<file path="src/rtl/stream_rr_merge_pkg.sv">
`default_nettype none
// +----------------------------------------------------------------------+
// | stream_rr_merge_pkg : shared types and constants for stream_rr_merge |
// | Rev 1.0                                                              |
// +----------------------------------------------------------------------+
package stream_rr_merge_pkg;

  typedef enum logic [1:0] {
    ST_IDLE = 2'd0,
    ST_RUN  = 2'd1,
    ST_EOS  = 2'd2,
    ST_CTRL = 2'd3
  } state_t;

  localparam int COUNT_WIDTH = 32;
  localparam int MAX_NUM_IN  = 8;

  // Index width for an n-entry pointer; never narrower than one bit.
  function automatic int idx_width(input int n);
    return (n <= 2) ? 1 : $clog2(n);
  endfunction

endpackage
`default_nettype wire

</file>
<file path="src/rtl/stream_rr_merge_if.sv">
`default_nettype none
// +----------------------------------------------------------------------+
// | stream_rr_merge_if : start/producer/consumer/completion handshakes   |
// | Rev 1.0                                                              |
// +----------------------------------------------------------------------+
interface stream_rr_merge_if #(
  parameter int NUM_IN     = 2,
  parameter int DATA_WIDTH = 64
);

  logic                                 inCtrl_valid;
  logic                                 inCtrl_ready;
  logic [NUM_IN-1:0]                    in_valid;
  logic [NUM_IN-1:0]                    in_ready;
  logic [NUM_IN-1:0][DATA_WIDTH-1:0]    in_data;
  logic [NUM_IN-1:0]                    in_eos;
  logic                                 out0_valid;
  logic                                 out0_ready;
  logic [DATA_WIDTH-1:0]                out0_data;
  logic                                 out1_valid;
  logic                                 out1_ready;
  logic                                 out1_data;
  logic                                 outCtrl_valid;
  logic                                 outCtrl_ready;

  // Environment side: starts runs, produces beats, consumes results.
  modport master (
    output inCtrl_valid, input  inCtrl_ready,
    output in_valid,     input  in_ready,
    output in_data,      output in_eos,
    input  out0_valid,   output out0_ready, input out0_data,
    input  out1_valid,   output out1_ready, input out1_data,
    input  outCtrl_valid, output outCtrl_ready
  );

  // Merge block side.
  modport slave (
    input  inCtrl_valid, output inCtrl_ready,
    input  in_valid,     output in_ready,
    input  in_data,      input  in_eos,
    output out0_valid,   input  out0_ready, output out0_data,
    output out1_valid,   input  out1_ready, output out1_data,
    output outCtrl_valid, input outCtrl_ready
  );

endinterface
`default_nettype wire

</file>
<file path="src/rtl/stream_rr_merge_arbiter.sv">
`default_nettype none
// +----------------------------------------------------------------------+
// | rr_arbiter : combinational round-robin grant starting after ptr      |
// | Rev 1.0                                                              |
// +----------------------------------------------------------------------+
module rr_arbiter
  import stream_rr_merge_pkg::*;
#(
  parameter int N     = 2,
  parameter int IDX_W = idx_width(N)
) (
  input  logic [N-1:0]     req,
  input  logic [IDX_W-1:0] ptr,
  output logic [N-1:0]     grant,
  output logic [IDX_W-1:0] grant_idx,
  output logic             grant_any
);

  logic [IDX_W-1:0] cand;

  // Scan ptr+1, ptr+2, ... wrapping, so the last winner has lowest priority.
  always_comb begin
    grant     = '0;
    grant_idx = '0;
    grant_any = 1'b0;
    cand      = '0;
    for (int k = 1; k <= N; k++) begin
      cand = IDX_W'((int'(ptr) + k) % N);
      if (!grant_any && req[cand]) begin
        grant_any   = 1'b1;
        grant_idx   = cand;
        grant[cand] = 1'b1;
      end
    end
  end

endmodule
`default_nettype wire

</file>
<file path="src/rtl/stream_rr_merge.sv">
`default_nettype none
// +----------------------------------------------------------------------+
// | stream_rr_merge : round-robin merge of EOS-terminated streams        |
// | Optional element counter: define STREAM_RR_MERGE_COUNT_EN            |
// | Rev 1.0                                                              |
// +----------------------------------------------------------------------+
module stream_rr_merge
  import stream_rr_merge_pkg::*;
#(
  parameter int NUM_IN     = 2,
  parameter int DATA_WIDTH = 64
) (
  input  logic                   clock,
  input  logic                   reset,
  stream_rr_merge_if.slave       bus
`ifdef STREAM_RR_MERGE_COUNT_EN
  ,
  output logic [COUNT_WIDTH-1:0] elem_count
`endif
);

  localparam int                IDX_W    = idx_width(NUM_IN);
  localparam logic [IDX_W-1:0]  PTR_LAST = IDX_W'(NUM_IN - 1);

  if (NUM_IN < 2 || NUM_IN > MAX_NUM_IN) begin : g_bad_num_in
    $error("stream_rr_merge: NUM_IN must be within 2..%0d", MAX_NUM_IN);
  end

  state_t                  state;
  logic [NUM_IN-1:0]       ended;
  logic [IDX_W-1:0]        ptr;
  logic                    buf_full;
  logic [DATA_WIDTH-1:0]   buf_data;

  logic [NUM_IN-1:0]       eligible;
  logic [NUM_IN-1:0]       grant;
  logic [IDX_W-1:0]        grant_idx;
  logic                    grant_any;
  logic                    take;
  logic                    take_eos;
  logic                    take_data;
  logic                    drain;
  logic [NUM_IN-1:0]       ended_next;
  logic                    buf_full_next;

  assign eligible = bus.in_valid & ~ended;

  rr_arbiter #(
    .N     (NUM_IN),
    .IDX_W (IDX_W)
  ) u_arb (
    .req       (eligible),
    .ptr       (ptr),
    .grant     (grant),
    .grant_idx (grant_idx),
    .grant_any (grant_any)
  );

  // A beat is taken only when the buffer has room now or is draining this cycle.
  assign take      = (state == ST_RUN) && grant_any && (!buf_full || bus.out0_ready);
  assign take_eos  = take &&  bus.in_eos[grant_idx];
  assign take_data = take && !bus.in_eos[grant_idx];
  assign drain     = buf_full && bus.out0_ready;

  assign ended_next    = ended | (take_eos ? grant : '0);
  assign buf_full_next = take_data | (buf_full & ~drain);

  assign bus.in_ready      = take ? grant : '0;
  assign bus.out0_valid    = buf_full;
  assign bus.out0_data     = buf_data;
  assign bus.inCtrl_ready  = (state == ST_IDLE);
  assign bus.out1_valid    = (state == ST_EOS);
  assign bus.out1_data     = (state == ST_EOS);
  assign bus.outCtrl_valid = (state == ST_CTRL);

  always_ff @(posedge clock) begin
    if (reset) begin
      state    <= ST_IDLE;
      ended    <= '0;
      ptr      <= PTR_LAST;
      buf_full <= 1'b0;
      buf_data <= '0;
    end else begin
      ended    <= ended_next;
      buf_full <= buf_full_next;
      if (take) begin
        ptr <= grant_idx;
      end
      if (take_data) begin
        buf_data <= bus.in_data[grant_idx];
      end
      unique case (state)
        ST_IDLE: begin
          if (bus.inCtrl_valid) begin
            ended <= '0;
            ptr   <= PTR_LAST;
            state <= ST_RUN;
          end
        end
        ST_RUN: begin
          // Look at next-cycle values so out1 rises right after the final transfer.
          if ((&ended_next) && !buf_full_next) begin
            state <= ST_EOS;
          end
        end
        ST_EOS: begin
          if (bus.out1_ready) begin
            state <= ST_CTRL;
          end
        end
        ST_CTRL: begin
          if (bus.outCtrl_ready) begin
            state <= ST_IDLE;
          end
        end
        default: state <= ST_IDLE;
      endcase
    end
  end

`ifdef STREAM_RR_MERGE_COUNT_EN
  logic [COUNT_WIDTH-1:0] count;

  always_ff @(posedge clock) begin
    if (reset) begin
      count <= '0;
    end else if (state == ST_IDLE && bus.inCtrl_valid) begin
      count <= '0;
    end else if (drain) begin
      count <= count + COUNT_WIDTH'(1);
    end
  end

  assign elem_count = count;
`endif

endmodule
`default_nettype wire

</file>
<file path="src/flat_wrapper.sv">
// flat-port wrapper written by rule: the top's interface ports become plain ports
module stream_rr_merge_flat import stream_rr_merge_pkg::*;
#(
  parameter int NUM_IN     = 2,
  parameter int DATA_WIDTH = 64
)
  (clock, reset, bus_inCtrl_valid, bus_inCtrl_ready, bus_in_valid, bus_in_ready, bus_in_data, bus_in_eos, bus_out0_valid, bus_out0_ready, bus_out0_data, bus_out1_valid, bus_out1_ready, bus_out1_data, bus_outCtrl_valid, bus_outCtrl_ready);
  stream_rr_merge_if #(.NUM_IN(NUM_IN), .DATA_WIDTH(DATA_WIDTH)) bus_i ();
  input  logic clock;
  input  logic reset;
  input wire logic [$bits(bus_i.inCtrl_valid)-1:0] bus_inCtrl_valid;
  output wire logic [$bits(bus_i.inCtrl_ready)-1:0] bus_inCtrl_ready;
  input wire logic [$bits(bus_i.in_valid)-1:0] bus_in_valid;
  output wire logic [$bits(bus_i.in_ready)-1:0] bus_in_ready;
  input wire logic [$bits(bus_i.in_data)-1:0] bus_in_data;
  input wire logic [$bits(bus_i.in_eos)-1:0] bus_in_eos;
  output wire logic [$bits(bus_i.out0_valid)-1:0] bus_out0_valid;
  input wire logic [$bits(bus_i.out0_ready)-1:0] bus_out0_ready;
  output wire logic [$bits(bus_i.out0_data)-1:0] bus_out0_data;
  output wire logic [$bits(bus_i.out1_valid)-1:0] bus_out1_valid;
  input wire logic [$bits(bus_i.out1_ready)-1:0] bus_out1_ready;
  output wire logic [$bits(bus_i.out1_data)-1:0] bus_out1_data;
  output wire logic [$bits(bus_i.outCtrl_valid)-1:0] bus_outCtrl_valid;
  input wire logic [$bits(bus_i.outCtrl_ready)-1:0] bus_outCtrl_ready;
  assign bus_i.inCtrl_valid = bus_inCtrl_valid;
  assign bus_inCtrl_ready = bus_i.inCtrl_ready;
  assign bus_i.in_valid = bus_in_valid;
  assign bus_in_ready = bus_i.in_ready;
  assign bus_i.in_data = bus_in_data;
  assign bus_i.in_eos = bus_in_eos;
  assign bus_out0_valid = bus_i.out0_valid;
  assign bus_i.out0_ready = bus_out0_ready;
  assign bus_out0_data = bus_i.out0_data;
  assign bus_out1_valid = bus_i.out1_valid;
  assign bus_i.out1_ready = bus_out1_ready;
  assign bus_out1_data = bus_i.out1_data;
  assign bus_outCtrl_valid = bus_i.outCtrl_valid;
  assign bus_i.outCtrl_ready = bus_outCtrl_ready;
  stream_rr_merge #(.NUM_IN(NUM_IN), .DATA_WIDTH(DATA_WIDTH)) u_core (.clock(clock), .reset(reset), .bus(bus_i));
endmodule
</file>
<file path="config.mk">
export PLATFORM = sky130hd
export DESIGN_NAME = stream_rr_merge_flat
export DESIGN_NICKNAME = d
export VERILOG_FILES = /design/src/rtl/stream_rr_merge_pkg.sv /design/src/rtl/stream_rr_merge_if.sv /design/src/rtl/stream_rr_merge_arbiter.sv /design/src/rtl/stream_rr_merge.sv /design/src/flat_wrapper.sv
export SDC_FILE = /design/constraint.sdc
export NUM_CORES = 1
export LEC_CHECK = 0
export CAP_MARGIN = 20
export CORE_AREA = 3 3 112 87
export CTS_CLUSTER_SIZE = 12
export DETAILED_ROUTE_END_ITERATION = 6
export DIE_AREA = 0 0 115 90
export PLACE_DENSITY = 0.85
export SLEW_MARGIN = 25
export SYNTH_ARGS = -nofsm -noshare
export SYNTH_HDL_FRONTEND = slang
export SYNTH_SLANG_ARGS = --single-unit
</file>
<file path="constraint.sdc">
create_clock -name clock -period 3.63 [get_ports clock]
set_clock_uncertainty 0.15 [all_clocks]
set_input_delay 0.726 -clock clock [delete_from_list [all_inputs] [get_ports clock]]
set_output_delay 0.726 -clock clock [all_outputs]
set_load 0.05 [all_outputs]
</file>
==> results_dict.tcl, run 1 <==
set metrics [dict create \
    syn2layout_area_growth_pct 69.5 \
    grt_start_max_net_pins 42 \
    h-tree-depth 3 \
    start_util_pct 41.7 \
    vdd_drop_max_mv 0.379 \
    nNetsFinal 680 \
    critPathCaptureType "output port" \
    timing.fmax_ghz 0.343 \
    first_iter_violations 83 \
    yosys_most_used_dff "dfxtp_1" \
    leakagePower_nw 2.37 \
    final-max-slew-violation-count 0 \
    power_density_mw_per_mm2 638 \
    intPower_mw 2.33 \
    wl_um 10400 \
    fillers 650 \
    synth_cell_types 34 \
    rows 29 \
    path_clk_slew_ns 0.05 \
    power_frac_seq_pct 26.3 \
    core_mm2 0.00856 \
    syn_inst 342 \
    criticalPathCategory "input pin to output port" \
    syn-cell-area_mm2 0.00357 \
    dieArea_mm2 0.0104 \
    vias 3254 \
    synth_fp_nets 484 \
    maxCapViolations 0 \
    combPwrFrac_pct 47.7 \
    post-place-cells 635 \
    grt-ovfl-total 0 \
    gp_congestion 0.739 \
    die_w_um 115 \
    setup_viol 0 \
    yosysTopAreaCell "dfxtp_1" \
    start_kind "input pin" \
    fin_util_pct 70.7 \
    grt_usage_pct 19.3 \
    grt_pass1_wl_um 16400 \
    port_buffers 208 \
    antenna_found_initial 0 \
    rsz0062_at_grt "false" \
    cts_buffers 9 \
    path_max_fanout 4 \
    required_ns 2.75 \
    num_antenna_cells 0 \
    finalPower_mw 3.86 \
    via_per_inst 5.00 \
    dr.pass1.iters 4 \
    cts_buffer_depth 2 \
    clock-sinks 70 \
    syn_avg_cell_area_um2 10.4 \
    ys_seq_elements 70 \
    clock_latency_ns 0.31 \
    drtAntennaViolNets 0 \
    grt_pass1_vias 3363 \
    slew_headroom_pct 60.3 \
    hold_viol_final 0 \
    synth_edf_count 0 \
    timing.final.crit_share_pct 80.3 \
    ys_seq_area_share_pct 39.2 \
    hold_class "register to register" \
    finish.instance_area_mm2 0.00605 \
    drive_gt1_share_pct 15.5 \
    synth.top_cell.area_share_pct 39.2 \
    ys_warn_count 0 \
    hold_buffers 0 \
    wl_per_cell_um 16.0 \
    crit_arrival_ns 2.04 \
    final.setup.tns_ns 0 \
    fin_crit_ns 2.91 \
    tritoncts "yes" \
    hpwl_um 8270 \
    async_flop_share_pct 0 \
    synth_area_leaders "dfxtp_1 39%, a211oi_2 20%, mux2i_1 18%, nor2_1 7.3%, a211oi_1 1.9%" \
    worst_slew_pin_slew_ns 0.596 \
    status "complete, no violations" \
    switchingPower_mw 1.53 \
    sw_frac_of_total_pct 39.7 \
    ios 209 \
    cts_setup_buffers 0 \
    place_area_mm2 0.00570 \
    ys_top_cells_by_count "70 x dfxtp_1, 69 x nor2_1, 64 x mux2i_1" \
    final_cells 651 \
    yosysMostFrequentCell "dfxtp_1" \
    fp.dieH_um 90 \
    cts-resized-gates 0 \
    cts_root_buffer "clkbuf_16" \
    clkPwrFrac_pct 26.0 \
    drc 0 \
]
==> path summary, 6_finish.rpt <==
| kind | from | to | slack (ns) | cells past startpoint |
|---|---|---|---|---|
| worst max-delay path | bus_out0_ready | bus_in_ready[0] | 0.72 | 6 |
| worst min-delay path | u_core.bus.out0_data[7] | u_core.bus.out0_data[7] | 0.35 | 2 |
| worst max register to register | u_core.ended[0] | u_core.bus.out0_data[5] | 1.44 | 6 |
| worst min register to register | u_core.bus.out0_data[7] | u_core.bus.out0_data[7] | 0.35 | 2 |
==> critical path, stage by stage <==
cell,delay (ns)
clkdlybuf4s50_1,0.45
nand2b_1,0.17
and2_1,0.17
nand3b_1,0.12
a21oi_1,0.17
buf_4,0.23
==> registers in the layout (all words and copies together) (netlist names) <==
name / cells
u_core.bus.out0_data: 64
u_core.ptr: 1
u_core.bus.out0_valid: 1
u_core.state: 2
u_core.ended: 2
==> through the flow <==
stage | setup WS [ns] | hold slack [ns]
detailed placement | 0.587 | 0.344
global route | 0.670 | 0.380
global placement | 0.653 | 0.337
finish | 0.717 | 0.350
CTS | 0.715 | 0.351
floorplan | 0.753 | 0.329
==> layout by cell type, fill, tap and decap left out, types with 2 or more instances in the layout <==
master           Yosys  final
clkdlybuf4s50_1      0    205
dfxtp_1             70     70
nor2_1              69     69
mux2i_1             64     64
a211oi_2            56     56
a211oi_1             9      9
clkbuf_16            0      9
buf_4                8      6
inv_1                5      5
nand2b_1             4      4
nor3_1               4      4
ha_1                 4      4
buf_12               0      4
bufinv_16            0      3
nor2b_1              2      2
nand3b_1             2      2
and2_1               2      2
and3_1               2      2
o221ai_1             2      2
==> layer usage <==
metal  routed length [µm]  GRT usage, %  vias to the layer above
met4                   36          2.83                        0
met2                 5420          35.3                      120
met5                    0             0                        -
met1                 4070          21.9                     1493
li1                     -             -                     1637
met3                  905          6.78                        4
==> kinds of logic (layout without fill, tap and decap cells) <==
logic type	after synthesis	after routing	share of synthesized area (%)
DFF	70	70	39.2
and+or+nand+nor	90	90	10.8
buffers and inverters	35	236	6.06
AOI/OAI and AO/OA	79	79	24.5
adders and majority gates	4	4	1.40
muxes	64	64	17.9
==> power by group through the flow <==
| stage | logic [mW] | clock network, mW | registers [mW] |
|---|---|---|---|
| detailed placement | 1.85 | 0 | 1.03 |
| global placement | 1.80 | 0 | 1.02 |
| CTS | 1.86 | 1.03 | 1.02 |
| global route | 1.95 | 1.06 | 1.03 |
| finish | 1.84 | 1.01 | 1.01 |
| floorplan | 0.765 | 0 | 1.52 |
==> cell type report <==
class                   count  area [µm²]  area share [%]
multi-input cells         237        1970            32.6
inverters                   5        18.8           0.310
repair buffers            215        2180            36.0
well taps                 108         135            2.23
clock inverters             5         106            1.76
flip-flops and latches     70        1400            23.1
clock buffers              11         243            4.01
Power figures use the tool's default switching activity.
==> inputs of run 2 (changes only) <==
Settings changed: CORE_AREA 3 3 112 87 to 3 3 116 90, DIE_AREA 0 0 115 90 to 0 0 119 93, PLACE_DENSITY 0.85 to 0.8.
Clock period 3.63 ns to 2.7 ns, I/O delays scaled along.
==> results_dict.tcl, run 2 (synthesis results as in run 1) <==
set metrics [dict create \
    crit_path_top_delay_cell "clkdlybuf4s50_1" \
    cts_root_buffer "clkbuf_16" \
    ios 209 \
    nNetsFinal 679 \
    layout_common_cells "205 x clkdlybuf4s50_1, 70 x dfxtp_1, 69 x nor2_1, 64 x mux2i_1, 56 x a211oi_2" \
    criticalPathCategory "input pin to output port" \
    routed.top_layer "met4" \
    fin_crit_ns 2.63 \
    power_density_mw_per_mm2 845 \
    combPwrFrac_pct 48.0 \
    h-tree-depth 3 \
    vias 3292 \
    cts-resized-gates 0 \
    num_antenna_cells 0 \
    vdd_drop_max_mv 0.452 \
    via_per_inst 4.88 \
    timing.final.ws_setup_ns 0.0716 \
    gp_congestion 0.771 \
    grt_pass1_wl_um 16100 \
    largest_register_ff_count 64 \
    dr.pass1.iters 5 \
    rows 31 \
    cp_cell_sequence "clkdlybuf4s50_1 > nand2b_1 > and2_1 > nand3b_1 > a21oi_1 > buf_12" \
    tritoncts "yes" \
    finalPower_mw 5.16 \
    dieArea_mm2 0.0111 \
    final_cells 674 \
    post-place-cells 658 \
    rsz0062_at_grt "false" \
    dr_wl_met3_um 963 \
    worst_slew_pin_slew_ns 0.544 \
    start_util_pct 37.6 \
    timing.fmax_ghz 0.380 \
    clock_latency_ns 0.32 \
    wl_per_cell_um 15.2 \
    slew_headroom_pct 63.6 \
    fillers 752 \
    core_mm2 0.00950 \
    syn2layout_area_growth_pct 71.0 \
    crit_arrival_ns 1.94 \
    hold_viol_final 0 \
    crit_path_max_incr_delay_ns 0.45 \
    status "complete, no violations" \
    wl_um 10200 \
    hold_buffers 0 \
    place_area_mm2 0.00576 \
    cp_top_family "buffers and inverters" \
    cts_setup_buffers 0 \
    drc 0 \
    final-max-slew-violation-count 0 \
    finish.instance_area_mm2 0.00611 \
    setup_viol 0 \
    critPathCaptureType "output port" \
    drtAntennaViolNets 0 \
    dpl_worst_slack_ns -0.0852 \
    intPower_mw 3.10 \
    fp.dieH_um 93 \
    cts_buffers 9 \
    mostFrequentLayoutCell "clkdlybuf4s50_1" \
    clock-sinks 70 \
    power_frac_seq_pct 26.4 \
    first_iter_violations 118 \
    start_kind "input pin" \
    required_ns 2.01 \
    grt-ovfl-total 0 \
    grt_start_max_net_pins 67 \
    wl_met2_um 5040 \
    clkPwrFrac_pct 25.6 \
    hpwl_um 8010 \
    sw_frac_of_total_pct 40.0 \
    antenna_found_initial 0 \
    die_w_um 119 \
    grt_pass1_vias 3312 \
    timing.final.crit_share_pct 97.3 \
    grt_usage_pct 17.6 \
    switchingPower_mw 2.07 \
    maxCapViolations 0 \
    hold_class "register to register" \
    port_buffers 208 \
    crit_buf_inv 2 \
    cts_buffer_depth 2 \
    leakagePower_nw 2.37 \
    drive_gt1_share_pct 15.5 \
    routedLengthMet1_um 4170 \
    path_max_fanout 4 \
    path_clk_slew_ns 0.05 \
]
[run 2: worst paths after layout]
path | slack, ns | cells after the start | start | to
setup reg to reg | 0.66 | 6 | u_core.ended[0] | u_core.bus.out0_data[36]
hold / removal | 0.35 | 2 | u_core.bus.out0_data[6] | u_core.bus.out0_data[6]
setup / recovery | 0.07 | 6 | bus_out0_ready | bus_in_ready[0]
hold reg to reg | 0.35 | 2 | u_core.bus.out0_data[6] | u_core.bus.out0_data[6]
[run 2: through the flow]
step | hold WS, ns | TNS, ns | utilization, %
floorplan | 0.329 | 0 | -
finish | 0.349 | 0 | 64.3
global route | 0.374 | 0 | 64.3
detailed placement | 0.345 | -1.11 | 60.7
global placement | 0.341 | 0 | 60.7
CTS | 0.353 | 0 | 64.3
[run 2: layout make-up]
| class | instances | area [µm²] | area share (%) |
|---|---|---|---|
| clock buffer | 12 | 267 | 4.36 |
| clock inverter | 4 | 76.3 | 1.25 |
| inverter | 5 | 18.8 | 0.307 |
| multi-input combinational | 237 | 1970 | 32.3 |
| sequential | 70 | 1400 | 22.9 |
| tap | 132 | 165 | 2.70 |
| timing repair buffer | 214 | 2210 | 36.1 |
[run 2: worst register-to-register path, stage by stage, from the launching register on]
cell,delay (ns)
dfxtp_1,0.37
and3b_1,0.21
or3_1,0.36
a21oi_4,0.21
buf_12,0.33
nor2_1,0.14
a211oi_2,0.20
[run 2: power groups by stage]
stage | logic, mW | registers [mW] | clock network (mW)
5_1_grt | 2.63 | 1.39 | 1.40
3_5_place_dp | 2.49 | 1.38 | 0
2_1_floorplan | 1.03 | 2.04 | 0
3_3_place_gp | 2.43 | 1.37 | 0
4_1_cts | 2.50 | 1.36 | 1.35
6_report | 2.48 | 1.36 | 1.32
[run 2: metal layers]
metal  vias up  track usage, %
met5         -               0
met4         0            4.05
met3         6            7.01
met2       130            30.8
met1      1526            20.3
li1       1630               -
==> inputs of run 3 (changes only) <==
Settings changed: CTS_CLUSTER_SIZE 12 to default, HOLD_SLACK_MARGIN from default to 0.12.
==> results of run 3 <==
The final DEF is identical to that of run 2; final timing and power are the same.
